==> config.mk <==
export PLATFORM = sky130hd
export DESIGN_NAME = axi4_mem_ctrl_flat
export DESIGN_NICKNAME = d
export VERILOG_FILES = /design/src/rtl/axi4_mem_ctrl_pkg.sv /design/src/rtl/axi4_mem_ctrl_if.sv /design/src/rtl/axi4_mem_ctrl_rr_arb.sv /design/src/rtl/axi4_mem_ctrl.sv /design/src/flat_wrapper.sv
export SDC_FILE = /design/constraint.sdc
export NUM_CORES = 1
export LEC_CHECK = 0
export CAP_MARGIN = 10
export CORE_AREA = 2 2 74 146
export CTS_BUF_LIST = sky130_fd_sc_hd__clkbuf_16
export CTS_CLUSTER_SIZE = 24
export DETAILED_ROUTE_END_ITERATION = 8
export DIE_AREA = 0 0 76 148
export GPL_TIMING_DRIVEN = 0
export PLACE_DENSITY = 0.86
export SKIP_CTS_REPAIR_TIMING = 1
export SYNTH_ARGS = -nofsm -noshare
export SYNTH_HDL_FRONTEND = slang
export SYNTH_HIERARCHICAL = 1
export SYNTH_SLANG_ARGS = --single-unit
==> constraint.sdc <==
create_clock -name clk -period 4.2 [get_ports clk]
set_input_delay 1.26 -clock clk [delete_from_list [all_inputs] [get_ports clk]]
set_output_delay 1.26 -clock clk [all_outputs]
set_load 0.1 [all_outputs]
==> src/rtl/axi4_mem_ctrl_pkg.sv <==
// Shared constants and FSM state type for the AXI4 memory controller.
package axi4_mem_pkg;

    localparam logic [1:0] RESP_OKAY   = 2'b00;
    localparam logic [1:0] RESP_SLVERR = 2'b10;
    localparam logic [1:0] BURST_INCR  = 2'b01;
    localparam logic [2:0] SIZE_4B     = 3'b010;

    typedef enum logic [2:0] {
        IDLE,
        WR_DATA,
        WR_RESP,
        RD_MEM,
        RD_WAIT,
        RD_DATA
    } state_t;

endpackage

==> src/rtl/axi4_mem_ctrl_if.sv <==
// AXI4 write/read channel bundle between interconnect (master) and controller (slave).
interface axi4_mem_ctrl_if #(
    parameter int AXI_ADDR_WIDTH = 16,
    parameter int DATA_WIDTH     = 32
);
    logic [AXI_ADDR_WIDTH-1:0] awaddr;
    logic [7:0]                awlen;
    logic [2:0]                awsize;
    logic [1:0]                awburst;
    logic                      awvalid;
    logic                      awready;
    logic [DATA_WIDTH-1:0]     wdata;
    logic                      wlast;
    logic                      wvalid;
    logic                      wready;
    logic [1:0]                bresp;
    logic                      bvalid;
    logic                      bready;
    logic [AXI_ADDR_WIDTH-1:0] araddr;
    logic [7:0]                arlen;
    logic [2:0]                arsize;
    logic [1:0]                arburst;
    logic                      arvalid;
    logic                      arready;
    logic [DATA_WIDTH-1:0]     rdata;
    logic [1:0]                rresp;
    logic                      rlast;
    logic                      rvalid;
    logic                      rready;

    modport master (
        output awaddr, awlen, awsize, awburst, awvalid, wdata, wlast, wvalid, bready,
               araddr, arlen, arsize, arburst, arvalid, rready,
        input  awready, wready, bresp, bvalid, arready, rdata, rresp, rlast, rvalid
    );

    modport slave (
        input  awaddr, awlen, awsize, awburst, awvalid, wdata, wlast, wvalid, bready,
               araddr, arlen, arsize, arburst, arvalid, rready,
        output awready, wready, bresp, bvalid, arready, rdata, rresp, rlast, rvalid
    );
endinterface

==> src/rtl/axi4_mem_ctrl_rr_arb.sv <==
// Two-way round-robin grant between the AW and AR request channels.
module axi4_mem_rr_arb (
    input  logic clk,
    input  logic rst_n,
    input  logic en,
    input  logic req_wr,
    input  logic req_rd,
    output logic gnt_wr,
    output logic gnt_rd
);
    logic prio_wr;

    always_comb begin
        gnt_wr = en && req_wr && (!req_rd || prio_wr);
        gnt_rd = en && req_rd && (!req_wr || !prio_wr);
    end

    // Priority always moves to the channel that was not just served.
    always_ff @(posedge clk) begin
        if (!rst_n)      prio_wr <= 1'b1;
        else if (gnt_wr) prio_wr <= 1'b0;
        else if (gnt_rd) prio_wr <= 1'b1;
    end
endmodule

==> src/rtl/axi4_mem_ctrl.sv <==
// AXI4 INCR-burst slave front-end sequencing one single-port word memory.
module axi4_mem_ctrl
    import axi4_mem_pkg::*;
#(
    parameter int DATA_WIDTH     = 32,
    parameter int AXI_ADDR_WIDTH = 16,
    parameter int MEM_ADDR_WIDTH = 10,
    parameter int DEPTH          = 1024
) (
    input  logic                      clk,
    input  logic                      rst_n,
    axi4_mem_ctrl_if.slave            axi,
    output logic                      mem_en,
    output logic                      mem_we,
    output logic [MEM_ADDR_WIDTH-1:0] mem_addr,
    output logic [DATA_WIDTH-1:0]     mem_wdata,
    input  logic [DATA_WIDTH-1:0]     mem_rdata
);
    localparam int WW = AXI_ADDR_WIDTH - 2;
    localparam logic [WW:0] DEPTH_W = (WW+1)'(DEPTH);

    state_t                    state_q, state_d;
    logic                      gnt_wr, gnt_rd, arb_en;
    logic [AXI_ADDR_WIDTH-1:0] req_addr;
    logic [7:0]                req_len;
    logic [2:0]                req_size;
    logic [1:0]                req_burst;
    logic [WW:0]               end_word;
    logic                      req_err;
    logic [MEM_ADDR_WIDTH-1:0] base_q;
    logic [7:0]                len_q, cnt_q;
    logic                      err_q, wl_err_q, last_beat, wl_bad;
    logic [1:0]                bresp_q, rresp_q;
    logic [DATA_WIDTH-1:0]     rdata_q;
    logic                      wready, bvalid, rvalid;

    assign arb_en = (state_q == IDLE);

    axi4_mem_rr_arb u_arb (
        .clk    (clk),
        .rst_n  (rst_n),
        .en     (arb_en),
        .req_wr (axi.awvalid),
        .req_rd (axi.arvalid),
        .gnt_wr (gnt_wr),
        .gnt_rd (gnt_rd)
    );

    always_comb begin
        if (gnt_wr) begin
            req_addr = axi.awaddr;  req_len   = axi.awlen;
            req_size = axi.awsize;  req_burst = axi.awburst;
        end else begin
            req_addr = axi.araddr;  req_len   = axi.arlen;
            req_size = axi.arsize;  req_burst = axi.arburst;
        end
        // Range check over the full word span so no start address can wrap into range.
        end_word = {1'b0, req_addr[AXI_ADDR_WIDTH-1:2]} + (WW+1)'(req_len);
        req_err  = (req_size != SIZE_4B) || (req_burst != BURST_INCR) ||
                   (req_addr[1:0] != 2'b00) || (end_word >= DEPTH_W);
    end

    assign last_beat = (cnt_q == len_q);
    assign wl_bad    = (axi.wlast != last_beat);

    always_ff @(posedge clk) begin
        if (!rst_n) state_q <= IDLE;
        else        state_q <= state_d;
    end

    always_comb begin
        state_d = state_q;
        wready  = 1'b0;
        bvalid  = 1'b0;
        rvalid  = 1'b0;
        mem_en  = 1'b0;
        mem_we  = 1'b0;
        case (state_q)
            IDLE: begin
                if (gnt_wr)      state_d = WR_DATA;
                else if (gnt_rd) state_d = RD_MEM;
            end
            WR_DATA: begin
                wready = 1'b1;
                if (axi.wvalid) begin
                    mem_en = !err_q;
                    mem_we = !err_q;
                    if (last_beat) state_d = WR_RESP;
                end
            end
            WR_RESP: begin
                bvalid = 1'b1;
                if (axi.bready) state_d = IDLE;
            end
            RD_MEM: begin
                mem_en  = !err_q;
                state_d = RD_WAIT;
            end
            RD_WAIT: state_d = RD_DATA;
            RD_DATA: begin
                rvalid = 1'b1;
                if (axi.rready) state_d = last_beat ? IDLE : RD_MEM;
            end
            default: state_d = IDLE;
        endcase
    end

    always_ff @(posedge clk) begin
        if (!rst_n) begin
            base_q   <= '0;
            len_q    <= '0;
            cnt_q    <= '0;
            err_q    <= 1'b0;
            wl_err_q <= 1'b0;
            bresp_q  <= '0;
            rresp_q  <= '0;
            rdata_q  <= '0;
        end else begin
            case (state_q)
                IDLE: if (gnt_wr || gnt_rd) begin
                    base_q   <= req_addr[MEM_ADDR_WIDTH+1:2];
                    len_q    <= req_len;
                    cnt_q    <= '0;
                    err_q    <= req_err;
                    wl_err_q <= 1'b0;
                end
                WR_DATA: if (axi.wvalid) begin
                    cnt_q <= cnt_q + 8'd1;
                    if (wl_bad) wl_err_q <= 1'b1;
                    if (last_beat)
                        bresp_q <= (err_q || wl_err_q || wl_bad) ? RESP_SLVERR : RESP_OKAY;
                end
                RD_WAIT: begin
                    rdata_q <= err_q ? '0 : mem_rdata;
                    rresp_q <= err_q ? RESP_SLVERR : RESP_OKAY;
                end
                RD_DATA: if (axi.rready && !last_beat) cnt_q <= cnt_q + 8'd1;
                default: ;
            endcase
        end
    end

    assign axi.awready = gnt_wr;
    assign axi.arready = gnt_rd;
    assign axi.wready  = wready;
    assign axi.bvalid  = bvalid;
    assign axi.bresp   = bresp_q;
    assign axi.rvalid  = rvalid;
    assign axi.rdata   = rdata_q;
    assign axi.rresp   = rresp_q;
    assign axi.rlast   = (state_q == RD_DATA) && last_beat;
    assign mem_addr    = base_q + MEM_ADDR_WIDTH'(cnt_q);
    assign mem_wdata   = (state_q == WR_DATA) ? axi.wdata : '0;
endmodule

==> src/flat_wrapper.sv <==
// flat-port wrapper written by rule: the top's interface ports become plain ports
module axi4_mem_ctrl_flat import axi4_mem_pkg::*;
#(
    parameter int DATA_WIDTH     = 32,
    parameter int AXI_ADDR_WIDTH = 16,
    parameter int MEM_ADDR_WIDTH = 10,
    parameter int DEPTH          = 1024
)
  (clk, rst_n, mem_en, mem_we, mem_addr, mem_wdata, mem_rdata, axi_awaddr, axi_awlen, axi_awsize, axi_awburst, axi_awvalid, axi_wdata, axi_wlast, axi_wvalid, axi_bready, axi_araddr, axi_arlen, axi_arsize, axi_arburst, axi_arvalid, axi_rready, axi_awready, axi_wready, axi_bresp, axi_bvalid, axi_arready, axi_rdata, axi_rresp, axi_rlast, axi_rvalid);
  axi4_mem_ctrl_if #(.AXI_ADDR_WIDTH(AXI_ADDR_WIDTH), .DATA_WIDTH(DATA_WIDTH)) axi_i ();
  input  logic clk;
  input  logic rst_n;
  output logic mem_en;
  output logic mem_we;
  output logic [MEM_ADDR_WIDTH-1:0] mem_addr;
  output logic [DATA_WIDTH-1:0] mem_wdata;
  input  logic [DATA_WIDTH-1:0] mem_rdata;
  input wire logic [$bits(axi_i.awaddr)-1:0] axi_awaddr;
  input wire logic [$bits(axi_i.awlen)-1:0] axi_awlen;
  input wire logic [$bits(axi_i.awsize)-1:0] axi_awsize;
  input wire logic [$bits(axi_i.awburst)-1:0] axi_awburst;
  input wire logic [$bits(axi_i.awvalid)-1:0] axi_awvalid;
  input wire logic [$bits(axi_i.wdata)-1:0] axi_wdata;
  input wire logic [$bits(axi_i.wlast)-1:0] axi_wlast;
  input wire logic [$bits(axi_i.wvalid)-1:0] axi_wvalid;
  input wire logic [$bits(axi_i.bready)-1:0] axi_bready;
  input wire logic [$bits(axi_i.araddr)-1:0] axi_araddr;
  input wire logic [$bits(axi_i.arlen)-1:0] axi_arlen;
  input wire logic [$bits(axi_i.arsize)-1:0] axi_arsize;
  input wire logic [$bits(axi_i.arburst)-1:0] axi_arburst;
  input wire logic [$bits(axi_i.arvalid)-1:0] axi_arvalid;
  input wire logic [$bits(axi_i.rready)-1:0] axi_rready;
  output wire logic [$bits(axi_i.awready)-1:0] axi_awready;
  output wire logic [$bits(axi_i.wready)-1:0] axi_wready;
  output wire logic [$bits(axi_i.bresp)-1:0] axi_bresp;
  output wire logic [$bits(axi_i.bvalid)-1:0] axi_bvalid;
  output wire logic [$bits(axi_i.arready)-1:0] axi_arready;
  output wire logic [$bits(axi_i.rdata)-1:0] axi_rdata;
  output wire logic [$bits(axi_i.rresp)-1:0] axi_rresp;
  output wire logic [$bits(axi_i.rlast)-1:0] axi_rlast;
  output wire logic [$bits(axi_i.rvalid)-1:0] axi_rvalid;
  assign axi_i.awaddr = axi_awaddr;
  assign axi_i.awlen = axi_awlen;
  assign axi_i.awsize = axi_awsize;
  assign axi_i.awburst = axi_awburst;
  assign axi_i.awvalid = axi_awvalid;
  assign axi_i.wdata = axi_wdata;
  assign axi_i.wlast = axi_wlast;
  assign axi_i.wvalid = axi_wvalid;
  assign axi_i.bready = axi_bready;
  assign axi_i.araddr = axi_araddr;
  assign axi_i.arlen = axi_arlen;
  assign axi_i.arsize = axi_arsize;
  assign axi_i.arburst = axi_arburst;
  assign axi_i.arvalid = axi_arvalid;
  assign axi_i.rready = axi_rready;
  assign axi_awready = axi_i.awready;
  assign axi_wready = axi_i.wready;
  assign axi_bresp = axi_i.bresp;
  assign axi_bvalid = axi_i.bvalid;
  assign axi_arready = axi_i.arready;
  assign axi_rdata = axi_i.rdata;
  assign axi_rresp = axi_i.rresp;
  assign axi_rlast = axi_i.rlast;
  assign axi_rvalid = axi_i.rvalid;
  axi4_mem_ctrl #(.DATA_WIDTH(DATA_WIDTH), .AXI_ADDR_WIDTH(AXI_ADDR_WIDTH), .MEM_ADDR_WIDTH(MEM_ADDR_WIDTH), .DEPTH(DEPTH)) u_core (.clk(clk), .rst_n(rst_n), .axi(axi_i), .mem_en(mem_en), .mem_we(mem_we), .mem_addr(mem_addr), .mem_wdata(mem_wdata), .mem_rdata(mem_rdata));
endmodule
* Yosys cells after proc, flatten, opt, wreduce, memory -nomap -nowiden
Index checks and enable logic that the tools add are counted.
** Word-level totals
- Register bits after elaboration :: 68
- Bits in latches :: 0
- Bits in writable memories :: 0
- ROM bits :: 0
- Input port bits :: 130
- Output and inout port bits :: 86
- Memories kept :: 0
** Operators by class
- Add/sub/neg operators :: 3
- Multipliers :: 0
- Divide/modulo/power cells :: 0
- Order comparisons :: 1
- Equality and inequality tests :: 17
- Shift operators :: 0
- Muxes and demuxes :: 32
- Bitwise operators :: 0
- Reductions and logical operators :: 29
** Operators by type and width (number)
- $mux W32 :: 2
- $mux W8 :: 4
- $pmux W8 S3 :: 1
- $mux W3 :: 7
- $pmux W3 S6 :: 1
- $mux W16 :: 1
- $add A14 B8 Y15 :: 1
- $ge A15 B11 Y1 const B :: 1
- $add A10 B8 Y10 :: 1
- $mux W1 :: 10
- $ne A2 B1 Y1 const B :: 5
- $add A8 B1 Y8 const B :: 1
- $eq A8 B8 Y1 :: 1
- $logic_or A1 B1 Y1 :: 8
- $mux W2 :: 4
- $reduce_and A4 Y1 :: 2
- $eq A3 B2 Y1 const B :: 2
- $eq A3 B3 Y1 const B :: 2
- $logic_and A1 B1 Y1 :: 6
- $ne A2 B2 Y1 const B :: 3
- $reduce_bool A2 Y1 :: 3
- $logic_not A1 Y1 :: 5
- $reduce_and A5 Y1 :: 1
- $pmux W1 S2 :: 2
- other kinds (8) :: 8

* Logic depth before layout (Yosys ltp)
- Word-level depth :: 8
- Mapped depth :: 14
- Depth with buffers taken out :: 12

* By module
The synthesis kept the hierarchy.
** By module, submodules not included
- axi4_mem_ctrl :: times used 1, cells an instance 462, area an instance 3896.2 µm²
- axi4_mem_rr_arb :: times used 1, cells an instance 8, area an instance 56.3 µm²

* Least setup slack after synthesis
OpenSTA, ideal clock, no wires.
- Path kind :: in2out
- From :: input port axi_wvalid
- To :: output port mem_en
- Arrival time :: 4.372 ns
- Data required time :: 2.940 ns
- Path slack :: -1.432 ns
- Stages :: 2
- Path buffers :: 0
- Cell sequence :: nor2_1 nor4b_1
** Between the ends
- Cells in the longest elaborated chain, start to end :: 2
** Ends and longest elaborated chain
- start, declared :: line flat_wrapper.sv:25 : input wire logic [$bits(axi_i.wvalid)-1:0] axi_wvalid;
- $mux W1 :: line axi4_mem_ctrl.sv:85 : if (axi.wvalid) begin
- $pmux W1 S2 :: line axi4_mem_ctrl.sv:78 : case (state_q)
- end, declared :: line flat_wrapper.sv:13 : output logic mem_en;
No other way between the ends.

* Worst setup path after layout
- From :: input port axi_awvalid
- To :: register u_core.err_q
** RTL lines
- start, declared :: line flat_wrapper.sv:22 : input wire logic [$bits(axi_i.awvalid)-1:0] axi_awvalid;
- $logic_and A1 B1 Y1 (2 in a row) :: line axi4_mem_ctrl_rr_arb.sv:14 : gnt_wr = en && req_wr && (!req_rd || prio_wr);
- $mux W16 :: line axi4_mem_ctrl.sv:50 : if (gnt_wr) begin
- named net u_core.req_addr[2] :: line axi4_mem_ctrl.sv:24 : logic [AXI_ADDR_WIDTH-1:0] req_addr;
- $add A14 B8 Y15 :: line axi4_mem_ctrl.sv:58 : end_word = {1'b0, req_addr[AXI_ADDR_WIDTH-1:2]} + (WW+1)'(req_len);
- $ge A15 B11 Y1 :: line axi4_mem_ctrl.sv:60 : (req_addr[1:0] != 2'b00) || (end_word >= DEPTH_W);
- $logic_or A1 B1 Y1 :: line axi4_mem_ctrl.sv:60
- end signal, assigned :: line axi4_mem_ctrl.sv:124 : err_q <= req_err;
- end, declared :: line axi4_mem_ctrl.sv:32 : logic err_q, wl_err_q, last_beat, wl_bad;
The timed path passes the listed nets, and every way through them passes these cells.
A chain may end at the register's enable or synchronous reset.

==> metrics.md <==
| Metric | Value |
|---|---|
| Initial antenna violation count | 0 |
| Nature of the critical path startpoint | input pin |
| Layout cells sized above 1 | around 8.8% |
| CTS tree | done |
| Distinct cells, synth | 54 |
| Initial Utilization | roughly two fifths |
| Cell Area, Synth | a little under 0.004 mm^2 |
| Setup WS post-layout | just under 0.1 ns |
| CP Capture Type | register |
| Top post-synthesis cells by area | dfxtp_1, nor2_1, a21oi_1 |
| CP Max Fanout | 10 |
| Worst VDD drop | around 0.50 mV |
| Reg2reg start | u_core/state_q[0]$_SDFFE_PN0P_ |
| Final Setup Violations | 0 |
| I/O Pins | 216 |
| Core area | roughly 0.010 mm^2 |
| CP max stage cell | clkdlybuf4s50_1 |
| Setup CP Type | in -> reg |
| Diodes inserted | 0 |
| Syn_area_per_cell | approximately 8.4 um^2 |
| Setup Skew | roughly 0.0038 ns |
| Post-detailed-placement half-perimeter wirelength | 11300 um |
| Largest net degree at the start of global routing | 11 |
| Pins over their slew limit | 0 |
| Clk sinks | between 60 and 70 |
| Top sig layer | met4 |
| Clock-pin slew on the worst setup and hold paths | roughly 0.05 ns |
| Worst Tran Pin Value | 1.03 ns |
| Port buffer count | 213 |
| Fin. Hold Viols | 0 |
| Fmax | 244 MHz |
| Via/cell ratio | ~5 |
| CTS buffer count | 9 |
| Max-Slew Margin vs Limit | 31.1% |
| Placed cells | between 800 and 900 |
| Final Core Density | between 60% and 70% |
| Clock tree buffer depth | 2 |
| Worst Path Required | 4.40 ns |
| Dominant synthesized flop cell | dfxtp_1 |
| WL met2 | roughly 7800 um |
| TNS Setup | 0 ns |
| Register area share after synthesis | roughly a third |
| Synth area leader | dfxtp_1 |
| Final Cycle Share | 97.7% |
| DR WL/cell | 16.9 um |
| Total number of vias | about 4300 |
| Clk_lat worst skew | roughly 0.33 ns |
| DIE AREA | around 0.011 mm^2 |
| FP Rows | between 50 and 60 |
| Syn Inst Count | 470 |
| DR WL met3 | roughly 1200 um |
| Max incr delay on CP | a little over 0.5 ns |
| Async set-reset flop share out of synthesis | 0% |
| Unrepaired setup endpoints after global routing | false |
| Layout Cells excl Fill | ~840 |
| Worst Path Arrival | 4.31 ns |
| Number of max-cap violations | 0 |
| Synth warnings | 6 |
| Power density cells | between 600 and 700 mW/mm^2 |
| EDFF count, synth | 0 |
| Worst hold slack | a little under 0.5 ns |
| Number of global-route vias before repair | approximately 4600 |
| Routed WL | 14100 um |
| Total grt overflow | 0 |
| Worst Path Buf+Inv | 3 |
| Hold crit path type | reg -> reg |
| Die height | approximately 150 um |
| CP top delay family | compound AO/OA/AOI/OAI gates |
| DP Worst Slack | -0.473 ns |
| Drt pass-1 iters | 4 |
| DR DRC count | 0 |
| Wire length on met1 | about 4700 um |
| Final ANT Viol Nets | 0 |
| Critical path origin | axi_awvalid |
| Clock Tree Root | clkbuf_16 |
| Outcome | finished clean |
| CTS HTree Levels | 3 |
| Final worst path period need | between 4 and 5 ns |
| GP Congestion | 0.879 |
| Yosys top cell area share | roughly a third |
| Die W | about 76 um |
| First-pass GRT wire length | 22100 um |
| Area Growth Syn to Fin | 68.7% |
| Number of DRC markers in iteration 0 | between 200 and 250 |
| Worst-path cell chain | clkdlybuf4s50_1 > nand2_1 > a21oi_4 > buf_6 > buf_8 > mux2_2 > ha_1 > fa_1 > a211o_1 > o211ai_1 > a21oi_1 > o21bai_1 > o2bb2ai_1 > a31oi_1 |
| HP Start | u_core/axi.rdata[15]$_SDFFE_PN0P_ |
| Total GRT Usage | 24.6% |
| FF+latch count, synth | 66 |
| Leak | 3.16 nW |
| Final net count | about 850 |
-- report_power, final --
| part | internal, W | switching [W] |
|---|---|---|
| Clock | 0.000447 | 0.000257 |
| Sequential | 0.000730 | 0.0000786 |
| Combinational | 0.000863 | 0.00202 |
| Total | 0.00204 | 0.00236 |
-- path summary, 6_finish.rpt --
check	slack [ns]	cells after the start	endpoint
setup / recovery	0.1	14	u_core/err_q$_SDFFE_PN0P_
hold / removal	0.49	2	u_core/axi.rdata[15]$_SDFFE_PN0P_
setup reg to reg	0.62	14	u_core/err_q$_SDFFE_PN0P_
hold reg to reg	0.49	2	u_core/axi.rdata[15]$_SDFFE_PN0P_
-- sequential cells by signal (all words and copies together) (netlist names) --
name	count
u_core/axi.bresp	1
u_core/len_q	8
u_core/base_q	10
u_core/u_arb/prio_wr	1
u_core/axi.rdata	32
u_core/axi.rresp	1
u_core/state_q	3
u_core/wl_err_q	1
u_core/cnt_q	8
u_core/err_q	1
-- layout by cell type, fill, tap and decap left out, drive strengths merged, types with 2 or more instances in the layout --
| cell type | n |
|---|---|
| nand3 | 4 |
| clkbuf | 35 |
| dfxtp | 66 |
| inv | 15 |
| nor2b | 3 |
| or3 | 5 |
| o21bai | 3 |
| a32oi | 2 |
| buf | 13 |
| ha | 17 |
| mux2i | 19 |
| nand2 | 23 |
| clkinv | 3 |
| xor2 | 9 |
| a211oi | 3 |
| o211ai | 3 |
| xnor2 | 7 |
| nor3b | 33 |
| a2111oi | 2 |
| nor3 | 6 |
| nand4 | 2 |
| dlymetal6s2s | 38 |
| clkdlybuf4s50 | 169 |
| o21ai | 13 |
| nor2 | 68 |
| nor4b | 4 |
| o21a | 3 |
| or4 | 2 |
| mux2 | 17 |
| nand3b | 3 |
| a41oi | 2 |
| a31oi | 2 |
| a21oi | 50 |
| fa | 2 |
| conb | 2 |
| nor4 | 4 |
| and2 | 35 |
-- layer usage --
metal | global-route usage [%] | vias up
met2 | 47.1 | 185
met3 | 10.2 | 25
met5 | 0 | -
li1 | - | 2090
met4 | 9.45 | 0
met1 | 22.8 | 2006
-- cells in the mapped netlist, drive strengths merged, types with 4 or more instances --
cell / n
buf: 12
nor3b: 33
nor4b: 4
xor2: 9
nand2: 23
a21oi: 50
dfxtp: 66
clkbuf: 20
or3: 5
mux2i: 19
nor4: 4
inv: 12
ha: 17
mux2: 17
nand3: 4
nor3: 6
and2: 35
nor2: 68
o21ai: 13
xnor2: 7
-- metrics by stage --
stage	cell area (um^2)	total power [W]
2_1_floorplan	3990	0.00298
3_3_place_gp	6290	0.00365
3_5_place_dp	6290	0.00370
4_1_cts	6570	0.00442
5_1_grt	6670	0.00460
6_report	6670	0.00440
-- area by class of cell --
type	count	area, um^2
buffer	32	190
inverter	12	45.0
multi-input combinational	361	2460
clock buffer	9	225
sequential	66	1320
clock inverter	7	53.8
tap	135	169
fill	826	3420
timing repair buffer	214	2210
-- worst register-to-register path, stage by stage, from the launching register on --
cell	delay [ns]
dfxtp_1	0.35
nor3_1	0.49
nand2_1	0.18
a21oi_4	0.16
buf_6	0.14
buf_8	0.15
mux2_2	0.39
ha_1	0.24
fa_1	0.37
a211o_1	0.30
o211ai_1	0.15
a21oi_1	0.14
o21bai_1	0.14
o2bb2ai_1	0.14
a31oi_1	0.11
-- cell families after synthesis --
family | synth area share (%)
AO/OA/AOI/OAI | 14.0
XOR/XNOR | 3.55
adder cells (fa/ha/maj) | 6.39
buffers and inverters | 5.32
flip-flops | 33.4
multiplexers | 9.65
other | 0.0949
AND/OR/NAND/NOR | 27.5
(Power assumes the default switching activity.)
